File: config.mk
export PLATFORM = sky130hd
export DESIGN_NAME = vend_change_dispenser
export DESIGN_NICKNAME = d
export VERILOG_FILES = /design/src/rtl/vend_pkg.sv /design/src/rtl/vend_change_dispenser.sv
export SDC_FILE = /design/constraint.sdc
export NUM_CORES = 1
export LEC_CHECK = 0
export BUFFER_PORTS_ARGS = -buffer_cell sky130_fd_sc_hd__buf_2
export CORE_MARGIN = 2
export CORE_UTILIZATION = 25
export CTS_CLUSTER_DIAMETER = 150
export CTS_CLUSTER_SIZE = 16
export DETAILED_ROUTE_END_ITERATION = 16
export GPL_ROUTABILITY_DRIVEN = 0
export PLACE_DENSITY = 0.47
export SYNTH_ARGS = -nofsm -noshare
export SYNTH_HDL_FRONTEND = slang
export SYNTH_SLANG_ARGS = --single-unit
File: constraint.sdc
create_clock -name clk -period 3.9 [get_ports clk]
set_input_delay 0.975 -clock clk [delete_from_list [all_inputs] [get_ports clk]]
set_output_delay 0.975 -clock clk [all_outputs]
set_load 0.05 [all_outputs]
File: src/rtl/vend_pkg.sv
// Shared types and constants for the vending change dispenser.
package vend_pkg;

    // Dispenser FSM states
    typedef enum logic [2:0] {
        ST_IDLE,
        ST_CALC,
        ST_SELECT,
        ST_REQ_HI,
        ST_REQ_LO,
        ST_DONE,
        ST_FAULT
    } state_t;

    // Hopper denomination select codes
    localparam logic [1:0] COIN_1  = 2'd0;
    localparam logic [1:0] COIN_5  = 2'd1;
    localparam logic [1:0] COIN_10 = 2'd2;

    // Denomination values
    localparam int unsigned VAL_1  = 1;
    localparam int unsigned VAL_5  = 5;
    localparam int unsigned VAL_10 = 10;

    // Bit positions of each tube in the empty flag vector {10,5,1}
    localparam int unsigned EMPTY_IDX_1  = 0;
    localparam int unsigned EMPTY_IDX_5  = 1;
    localparam int unsigned EMPTY_IDX_10 = 2;

    // Value of the coin behind a select code
    function automatic int unsigned coin_value(input logic [1:0] sel);
        case (sel)
            COIN_10: coin_value = VAL_10;
            COIN_5:  coin_value = VAL_5;
            default: coin_value = VAL_1;
        endcase
    endfunction

endpackage

File: src/rtl/vend_change_dispenser.sv
// Computes change and pays it out largest coin first over a 4-phase hopper handshake.
module vend_change_dispenser
    import vend_pkg::*;
#(
    parameter int unsigned AMT_W       = 8,
    parameter int unsigned ACK_TIMEOUT = 1000
) (
    input  logic             clk,
    input  logic             reset,
    input  logic             start,
    input  logic [AMT_W-1:0] paid,
    input  logic [AMT_W-1:0] cost,
    input  logic [2:0]       empty,
    output logic             coin_req,
    output logic [1:0]       coin_sel,
    input  logic             coin_ack,
    output logic             busy,
    output logic             done,
    output logic             fault,
    output logic [AMT_W-1:0] dispensed,
    output logic [AMT_W-1:0] remaining
);

    localparam int unsigned        CNT_W    = $clog2(ACK_TIMEOUT + 1);
    localparam logic [CNT_W-1:0]   CNT_LAST = CNT_W'(ACK_TIMEOUT - 1);

    state_t           state,       state_nxt;
    logic [AMT_W-1:0] paid_q,      paid_nxt;
    logic [AMT_W-1:0] cost_q,      cost_nxt;
    logic [CNT_W-1:0] tmo_cnt,     tmo_cnt_nxt;
    logic             coin_req_nxt;
    logic [1:0]       coin_sel_nxt;
    logic             busy_nxt;
    logic             done_nxt;
    logic             fault_nxt;
    logic [AMT_W-1:0] dispensed_nxt;
    logic [AMT_W-1:0] remaining_nxt;
    logic [AMT_W-1:0] coin_amt;

    // Value of the coin currently in flight
    assign coin_amt = AMT_W'(coin_value(coin_sel));

    // State and registered outputs; reset drops coin_req immediately
    always_ff @(posedge clk or posedge reset) begin
        if (reset) begin
            state     <= ST_IDLE;
            paid_q    <= '0;
            cost_q    <= '0;
            tmo_cnt   <= '0;
            coin_req  <= 1'b0;
            coin_sel  <= COIN_1;
            busy      <= 1'b0;
            done      <= 1'b0;
            fault     <= 1'b0;
            dispensed <= '0;
            remaining <= '0;
        end else begin
            state     <= state_nxt;
            paid_q    <= paid_nxt;
            cost_q    <= cost_nxt;
            tmo_cnt   <= tmo_cnt_nxt;
            coin_req  <= coin_req_nxt;
            coin_sel  <= coin_sel_nxt;
            busy      <= busy_nxt;
            done      <= done_nxt;
            fault     <= fault_nxt;
            dispensed <= dispensed_nxt;
            remaining <= remaining_nxt;
        end
    end

    // Next-state and next-output logic
    always_comb begin
        state_nxt     = state;
        paid_nxt      = paid_q;
        cost_nxt      = cost_q;
        tmo_cnt_nxt   = tmo_cnt;
        coin_req_nxt  = coin_req;
        coin_sel_nxt  = coin_sel;
        fault_nxt     = fault;
        dispensed_nxt = dispensed;
        remaining_nxt = remaining;

        case (state)
            ST_IDLE: begin
                if (start) begin
                    paid_nxt      = paid;
                    cost_nxt      = cost;
                    fault_nxt     = 1'b0;
                    dispensed_nxt = '0;
                    state_nxt     = ST_CALC;
                end
            end

            ST_CALC: begin
                if (paid_q < cost_q) begin
                    fault_nxt     = 1'b1;
                    remaining_nxt = '0;
                    state_nxt     = ST_FAULT;
                end else begin
                    remaining_nxt = paid_q - cost_q;
                    state_nxt     = ST_SELECT;
                end
            end

            ST_SELECT: begin
                // Largest non-empty denomination that still fits the remainder
                if (remaining == '0) begin
                    state_nxt = ST_DONE;
                end else if (!empty[EMPTY_IDX_10] && remaining >= AMT_W'(VAL_10)) begin
                    coin_sel_nxt = COIN_10;
                    coin_req_nxt = 1'b1;
                    tmo_cnt_nxt  = '0;
                    state_nxt    = ST_REQ_HI;
                end else if (!empty[EMPTY_IDX_5] && remaining >= AMT_W'(VAL_5)) begin
                    coin_sel_nxt = COIN_5;
                    coin_req_nxt = 1'b1;
                    tmo_cnt_nxt  = '0;
                    state_nxt    = ST_REQ_HI;
                end else if (!empty[EMPTY_IDX_1]) begin
                    coin_sel_nxt = COIN_1;
                    coin_req_nxt = 1'b1;
                    tmo_cnt_nxt  = '0;
                    state_nxt    = ST_REQ_HI;
                end else begin
                    fault_nxt = 1'b1;
                    state_nxt = ST_FAULT;
                end
            end

            ST_REQ_HI: begin
                if (coin_ack) begin
                    coin_req_nxt = 1'b0;
                    tmo_cnt_nxt  = '0;
                    state_nxt    = ST_REQ_LO;
                end else if (tmo_cnt == CNT_LAST) begin
                    coin_req_nxt = 1'b0;
                    fault_nxt    = 1'b1;
                    state_nxt    = ST_FAULT;
                end else begin
                    tmo_cnt_nxt = tmo_cnt + CNT_W'(1);
                end
            end

            ST_REQ_LO: begin
                if (!coin_ack) begin
                    remaining_nxt = remaining - coin_amt;
                    dispensed_nxt = dispensed + coin_amt;
                    state_nxt     = ST_SELECT;
                end else if (tmo_cnt == CNT_LAST) begin
                    fault_nxt = 1'b1;
                    state_nxt = ST_FAULT;
                end else begin
                    tmo_cnt_nxt = tmo_cnt + CNT_W'(1);
                end
            end

            ST_DONE:  state_nxt = ST_IDLE;
            ST_FAULT: state_nxt = ST_IDLE;
            default:  state_nxt = ST_IDLE;
        endcase

        busy_nxt = (state_nxt != ST_IDLE);
        done_nxt = (state_nxt == ST_DONE);
    end

endmodule

==> metrics.md, run 1 <==
| Metric | Value |
|---|---|
| CTS tree | done |
| Postcts setup bufs | 0 |
| Synthesized area | 3093 µm² |
| H-Tree Depth | 2 |
| Avg Cell Area, Syn | 8.640 µm² |
| Fin crit share | 0.6192 |
| Top cells by area, synth | dfrtp_1, ha_1, nand2_1 |
| RSZ-0062 raised after global routing | no |
| Gr usage total | 0.1262 |
| Pwr Total | 3.149 mW |
| CP top delay family | simple AND/OR/NAND/NOR gates |
| FFs w/ async S/R, synth | 1.000 |
| CTS Buf Count | 5 |
| Initial antenna violation count | 0 |
| Fraction of layout cells with a size suffix above 1 | 0.1567 |
| Critical Path RT | 4130 ps |
| Final WL | 7.837 mm |
| Arrival @ worst endpoint | 2640 ps |
| CTS clk-pin slew, worst paths | 70 ps |
| Nets | 444 |
| Post-synthesis sequential area ratio | 0.4126 |
| Syn Nets | 401 |
| Clock period minus worst slack | 2415 ps |
| Clock Path Buffers | 2 |
| Critical path type | primary input to register |
| DR WL/cell | 13.75 µm |
| Synth top area share | 0.4126 |
| Post-DP HPWL | 5.947 mm |
| Die Wd | 115.2 µm |
| CTS root buf | clkbuf_16 |
| Startpoint types | primary input |
| Worst-margin pin slew | 823.9 ps |
| Core region area | 12060 µm² |
| N_diodes | 0 |
| Iteration-0 DRC Markers | 168 |
| Peak per-stage delay on the critical path | 530 ps |
| CTS Hold Bufs | 0 |
| Cells after Synth | 358 |
| Die height | 115.2 µm |
| Hold_ws | 483.5 ps |
| Final Skew | 9.973 ps |
| Dpl ws | 1205 ps |
| Max_cap viols | 0 |
| Starting Density | 0.2564 |
| Worst hold path type | register to register |
| Yosys warning count | 0 |
| Routed vias | 2663 |
| Area Overhead vs Synth | 17.76% |
| DR vias/cell | 4.672 |
| CTS sink count | 51 |
| Max IR drop VDD | 0.2100 mV |
| Cell taking the most area after synthesis | dfrtp_1 |
| Final Slew Violations | 0 |
| Die area | 13280 µm² |
| Slew margin rel. | 0.4456 |
| Buf/Inv on CP | 1 |
| Fill cells | 1311 |
| Worst Path Max Fanout | 11 |
| First-pass GRT wire length | 13.10 mm |
| Final ANT Viol Nets | 0 |
| I/O Buffers | 44 |
| Ys flop type | dfrtp_1 |
| Final Hold Viols | 0 |
| Maximum clock frequency | 414.1 MHz |
| I/O pins | 45 |
| Worst skew pair latency | 290 ps |
| CTS resizes | 0 |
| Post-synthesis cell type count | 50 |
| Detailed-route DRC error count | 0 |
| GRT overflow | 0 |
| Critical path, cell by cell | buf_2 -> and4bb_2 -> nand2b_1 -> o31ai_1 -> or2_1 -> or4_1 -> nand3_1 |
| Setup TNS | 0 ps |
| Vias in the first global route | 2644 |
| Final Worst Setup Slack | 1485 ps |
| CP Capture Type | register |
| Seq cells post-synth | 51 |
| Largest net degree at the start of global routing | 33 |
| Pwr per Cell Area | 864.6 nW/µm² |
| Number of synthesized flops with an enable pin | 0 |
| # rows | 40 |
| CP max-delay cell | or4_1 |
| Run status | complete, no violations |
| Final setup viols | 0 |
| First-pass DRT Iterations | 4 |
| P_leak | 1.704 nW |
worst paths after layout:
check | from | endpoint | slack, ps | cells past startpoint
min in group asynchronous | reset | paid_q[7] | 790 | 2
min reg2reg | paid_q[2] | paid_q[2] | 480 | 2
max in group asynchronous | reset | dispensed[4] | 2340 | 3
min | paid_q[2] | paid_q[2] | 480 | 2
max | coin_ack | tmo_cnt[4] | 1490 | 7
max reg2reg | remaining[4] | tmo_cnt[4] | 1620 | 6
layout by cell type (no fill, tap or decap), drive strengths merged, types with 7 or more instances in the layout:
| master | instances |
|---|---|
| nand2 | 54 |
| dfrtp | 51 |
| buf | 47 |
| o21ai | 39 |
| nor2 | 36 |
| a21oi | 20 |
| inv | 19 |
| ha | 17 |
| nand3 | 14 |
| nand2b | 10 |
| nor3 | 7 |
| a21o | 7 |
| xnor2 | 7 |
state kept, by name (all words and copies together) (netlist names):
register	cells
busy	1
paid_q	8
coin_sel	2
tmo_cnt	10
state	3
dispensed	8
coin_req	1
done	1
remaining	8
fault	1
cost_q	8
power by group:
group / internal (mW) / total (mW) / switching (mW)
clock: 0.238 / 0.440 / 0.202
combinational: 0.658 / 1.83 / 1.17
sequential: 0.707 / 0.881 / 0.174
per-layer routing:
layer,part of all wire,up-vias,GRT usage
met5,0,-,0
met4,0.013,0,0.04096
met3,0.042,6,0.02847
met2,0.46,46,0.2039
met1,0.49,1265,0.1676
li1,-,1346,-
through the flow:
step           area (µm²)  instances    util
2_1_floorplan        3093        358       -
3_3_place_gp         3501        562  0.2902
3_5_place_dp         3501        562  0.2902
4_1_cts              3642        570  0.3020
5_1_grt              3642        570  0.3020
6_report             3642        570  0.3020
cell usage after synthesis, drive strengths merged, types with 3 or more instances:
library cell	number
buf	3
xor2	6
nand4	4
nor2	36
a31oi	6
ha	17
nor3	7
inv	19
xnor2	7
clkbuf	8
o21ai	39
nor2b	4
a21oi	20
a21o	7
or2	4
nand3	14
fa	3
o31ai	4
nand2	54
or3	4
o221ai	3
dfrtp	51
nand2b	10
kinds of logic (layout without fill, tap and decap cells):
logic type,after synthesis,in the layout,synth area share
buf+inv,30,74,0.03964
fa+ha+maj,20,20,0.08819
flops,51,51,0.4126
compound gates,93,93,0.1861
simple gates,151,151,0.2366
xor+xnor,13,13,0.03681
worst reg2reg max path, delay by kind of cell (launching register included):
family	cells	cell delay, ps
AND/OR/NAND/NOR	5	1370
AO/OA/AOI/OAI	1	320
flip-flops	1	480
final cells by class:
| cell class | count | area (µm²) | share of cell area |
|---|---|---|---|
| multi-input combinational | 277 | 1700 | 0.4669 |
| clock inverter | 2 | 12.51 | 0.003435 |
| timing repair buffer | 47 | 242.7 | 0.06664 |
| sequential | 51 | 1276 | 0.3504 |
| inverter | 19 | 71.32 | 0.01958 |
| clock buffer | 6 | 128.9 | 0.03538 |
| tap | 168 | 210.2 | 0.05771 |
Note: power is estimated with default switching activity, not from simulation.
==> run 2, diff against run 1 <==
- ABC_AREA: not set -> 1
- clock period: 3.9 -> 2.5 ns (I/O delays scaled with it)
==> run 2 against run 1 <==
Core utilization fell by 0.22 points. Clock-buffer cell count grew 1. Largest cell class unchanged. Clock power increased by 65%. Sequential power is 54% higher.
==> metrics.md, run 2 <==
| Metric | Value |
|---|---|
| Run status | complete, no violations |
| Postcts setup bufs | 0 (unchanged) |
| Iteration-0 DRC Markers | 128 (-24%) |
| Post-synthesis sequential area ratio | 0.3570 (-0.05560) |
| Top cells by area, synth | dfrtp_1, nand2_1, nand3_1 |
| Final ANT Viol Nets | 0 (unchanged) |
| Synth top area share | 0.3570 (-0.05560) |
| CTS Hold Bufs | 0 (unchanged) |
| Nets | 597 (+34%) |
| Maximum clock frequency | 491.0 MHz |
| Post-Layout Cell Count | 735 (+29%) |
| FFs w/ async S/R, synth | 1.000 (unchanged) |
| Die height | 123.6 µm (+7.2%) |
| Fin area | 4177 µm² (+15%) |
| Critical Path RT | 2690 ps (-1440 ps) |
| Arrival @ worst endpoint | 2230 ps (-410 ps) |
| P_leak | 2.260 nW (+33%) |
| I/O pins | 45 (unchanged) |
| CTS sink count | 51 (unchanged) |
| Largest reg by FF count | tmo_cnt |
| Fill cells | 1522 (+16%) |
| CP startpoint | coin_sel[1] |
| Clock Path Buffers | 2 (unchanged) |
| Final setup viols | 0 (unchanged) |
| Worst hold path type | primary input to async pin |
| Synthesized area | 3575 µm² (+16%) |
| Worst skew pair latency | 300 ps (about the same) |
| I/O Buffers | 44 (unchanged) |
| Number of synthesized flops with an enable pin | 0 (unchanged) |
| Largest net degree at the start of global routing | 28 (-15%) |
| Vias in the first global route | 3224 (+22%) |
| Pwr Total | 5.413 mW (+72%) |
| Seq cells post-synth | 51 (unchanged) |
| Slew margin rel. | 0.5948 (+0.1491) |
| Most frequent cells in the layout | nand2_1, nand3_1, inv_1 |
| Clock period minus worst slack | 2036 ps |
| Cells after Synth | 506 (+41%) |
| Ys flop type | dfrtp_1 |
| Placed instance count | 727 (+29%) |
| Max_cap viols | 0 (unchanged) |
| Syn Nets | 549 (+37%) |
| Yosys warning count | 0 (unchanged) |
| First-pass DRT Iterations | 4 (unchanged) |
| Final WL | 9.380 mm (+20%) |
| Worst-margin pin slew | 607.0 ps (-217.0 ps) |
| Gr usage total | 0.1344 (+0.008277) |
| Setup TNS | 0 ps (unchanged) |
| GRT overflow | 0 (unchanged) |
| Initial antenna violation count | 0 (unchanged) |
| Routed vias | 3309 (+24%) |
| Top cells by count, synth | nand2_1, inv_1, nand3_1 |
| CTS root buf | clkbuf_16 |
| Post-synthesis cell type count | 35 (-30%) |
| Worst Path Max Fanout | 4 (-7) |
| Final Slew Violations | 0 (unchanged) |
| N_diodes | 0 (unchanged) |
| CTS tree | done |
| # rows | 43 (+7.5%) |
| Starting Density | 0.2565 (about the same) |
| DR WL/cell | 12.76 µm (-7.2%) |
| DR vias/cell | 4.502 (-3.6%) |
| CP Capture Type | register |
| Avg Cell Area, Syn | 7.065 µm² (-18%) |
| FF-to-FF Start | coin_sel[1] |
| Detailed-route DRC error count | 0 (unchanged) |
| H-Tree Depth | 2 (unchanged) |
| Max IR drop VDD | 0.3942 mV (+88%) |
| Die area | 15270 µm² (+15%) |
| Final Skew | 8.186 ps (-1.786 ps) |
| Core region area | 13930 µm² (+16%) |
| Most common cell in the netlist | nand2_1 |
| CTS resizes | 0 (unchanged) |
| First-pass GRT wire length | 15.99 mm (+22%) |
| Area after DPL | 4025 µm² (+15%) |
| Largest register FFs | 10 (unchanged) |
| RSZ-0062 raised after global routing | no |
| CTS Buf Count | 5 (unchanged) |
| Die Wd | 123.6 µm (+7.2%) |
| Post-DP HPWL | 7.078 mm (+19%) |
| Pwr per Cell Area | 1296 nW/µm² (+50%) |
| Fin crit share | 0.8146 |
| Startpoint types | register |
| Cell taking the most area after synthesis | dfrtp_1 |
| CTS clk-pin slew, worst paths | 70 ps (about the same) |
| Util after Layout | 0.2997 (-0.002249) |
| Final Hold Viols | 0 (unchanged) |
| Fraction of layout cells with a size suffix above 1 | 0.1730 (+0.01626) |
| Leading cell type in the layout, fill and taps excluded | nand2_1 |
| Critical path type | register to register |
| Area Overhead vs Synth | 16.84% |
==> run 2: changes by cell type after synthesis, sizes merged, moves of 9 or more <==
cell and change:
inv +54, o21ai -15, a21oi -9, nand4 +9, nor2 +11, nand2 +117, nand2b -10, nand3 +50
==> run 2: metal layers <==
metal / up-vias / share of wire / track usage
met5: - / 0 / 0
met4: 0 / 0.013 / 0.04474
met3: 10 / 0.045 / 0.02793
met2: 58 / 0.46 / 0.2208
met1: 1524 / 0.48 / 0.1761
li1: 1717 / - / -
==> run 2: metrics by stage <==
stage                     setup WS [ps]  hold WS, ps
after global routing              207.0        441.1
after CTS                         473.8        421.0
final                             463.5        390.3
after detailed placement          500.5        472.3
after floorplan                   35.88        452.8
after global placement            519.0        469.1
==> run 2: where the power goes <==
| group | internal (mW) | switching (mW) | total [mW] |
|---|---|---|---|
| Clock | 0.402 | 0.325 | 0.727 |
| Sequential | 1.11 | 0.243 | 1.36 |
| Combinational | 1.07 | 2.26 | 3.33 |
==> run 2: final timing paths <==
| path | end | slack (ps) | cells after the start |
|---|---|---|---|
| max | remaining[6] | 460 | 13 |
| min | paid_q[7] | 390 | 2 |
| max reg2reg | remaining[6] | 460 | 13 |
| min reg2reg | paid_q[4] | 490 | 2 |
| max in group asynchronous | fault | 1540 | 3 |
| min in group clk | paid_q[4] | 490 | 2 |
==> run 2: critical path, stage by stage (launching register included) <==
cell and delay (ps):
dfrtp_1 380, inv_1 70, nor2_1 120, inv_1 110, ha_1 220, fa_1 360
inv_1 80, nand2_1 70, nand2_1 60, nand2_1 80, a21oi_1 130, o21ai_1 80
a21oi_1 130, nor2_1 50
==> run 2: cell type report <==
class	count	area, µm²	share of cell area
clock buffer	7	142.6	0.03415
clock inverter	1	8.758	0.002097
inverter	73	276.5	0.06621
multi-input combinational	373	1969	0.4715
sequential	51	1276	0.3056
tap	180	225.2	0.05392
timing repair buffer	50	277.8	0.06651
==> run 2: cell families (layout without fill, tap and decap cells) <==
kind of cell | Yosys count | in the layout | share of synthesized area
AND/OR/NAND/NOR | 303 | 303 | 0.3903
buffers and inverters | 82 | 131 | 0.09206
flip-flops | 51 | 51 | 0.3570
AO/OA/AOI/OAI | 44 | 44 | 0.06966
adder cells (fa/ha/maj) | 20 | 20 | 0.07630
XOR/XNOR | 6 | 6 | 0.01470
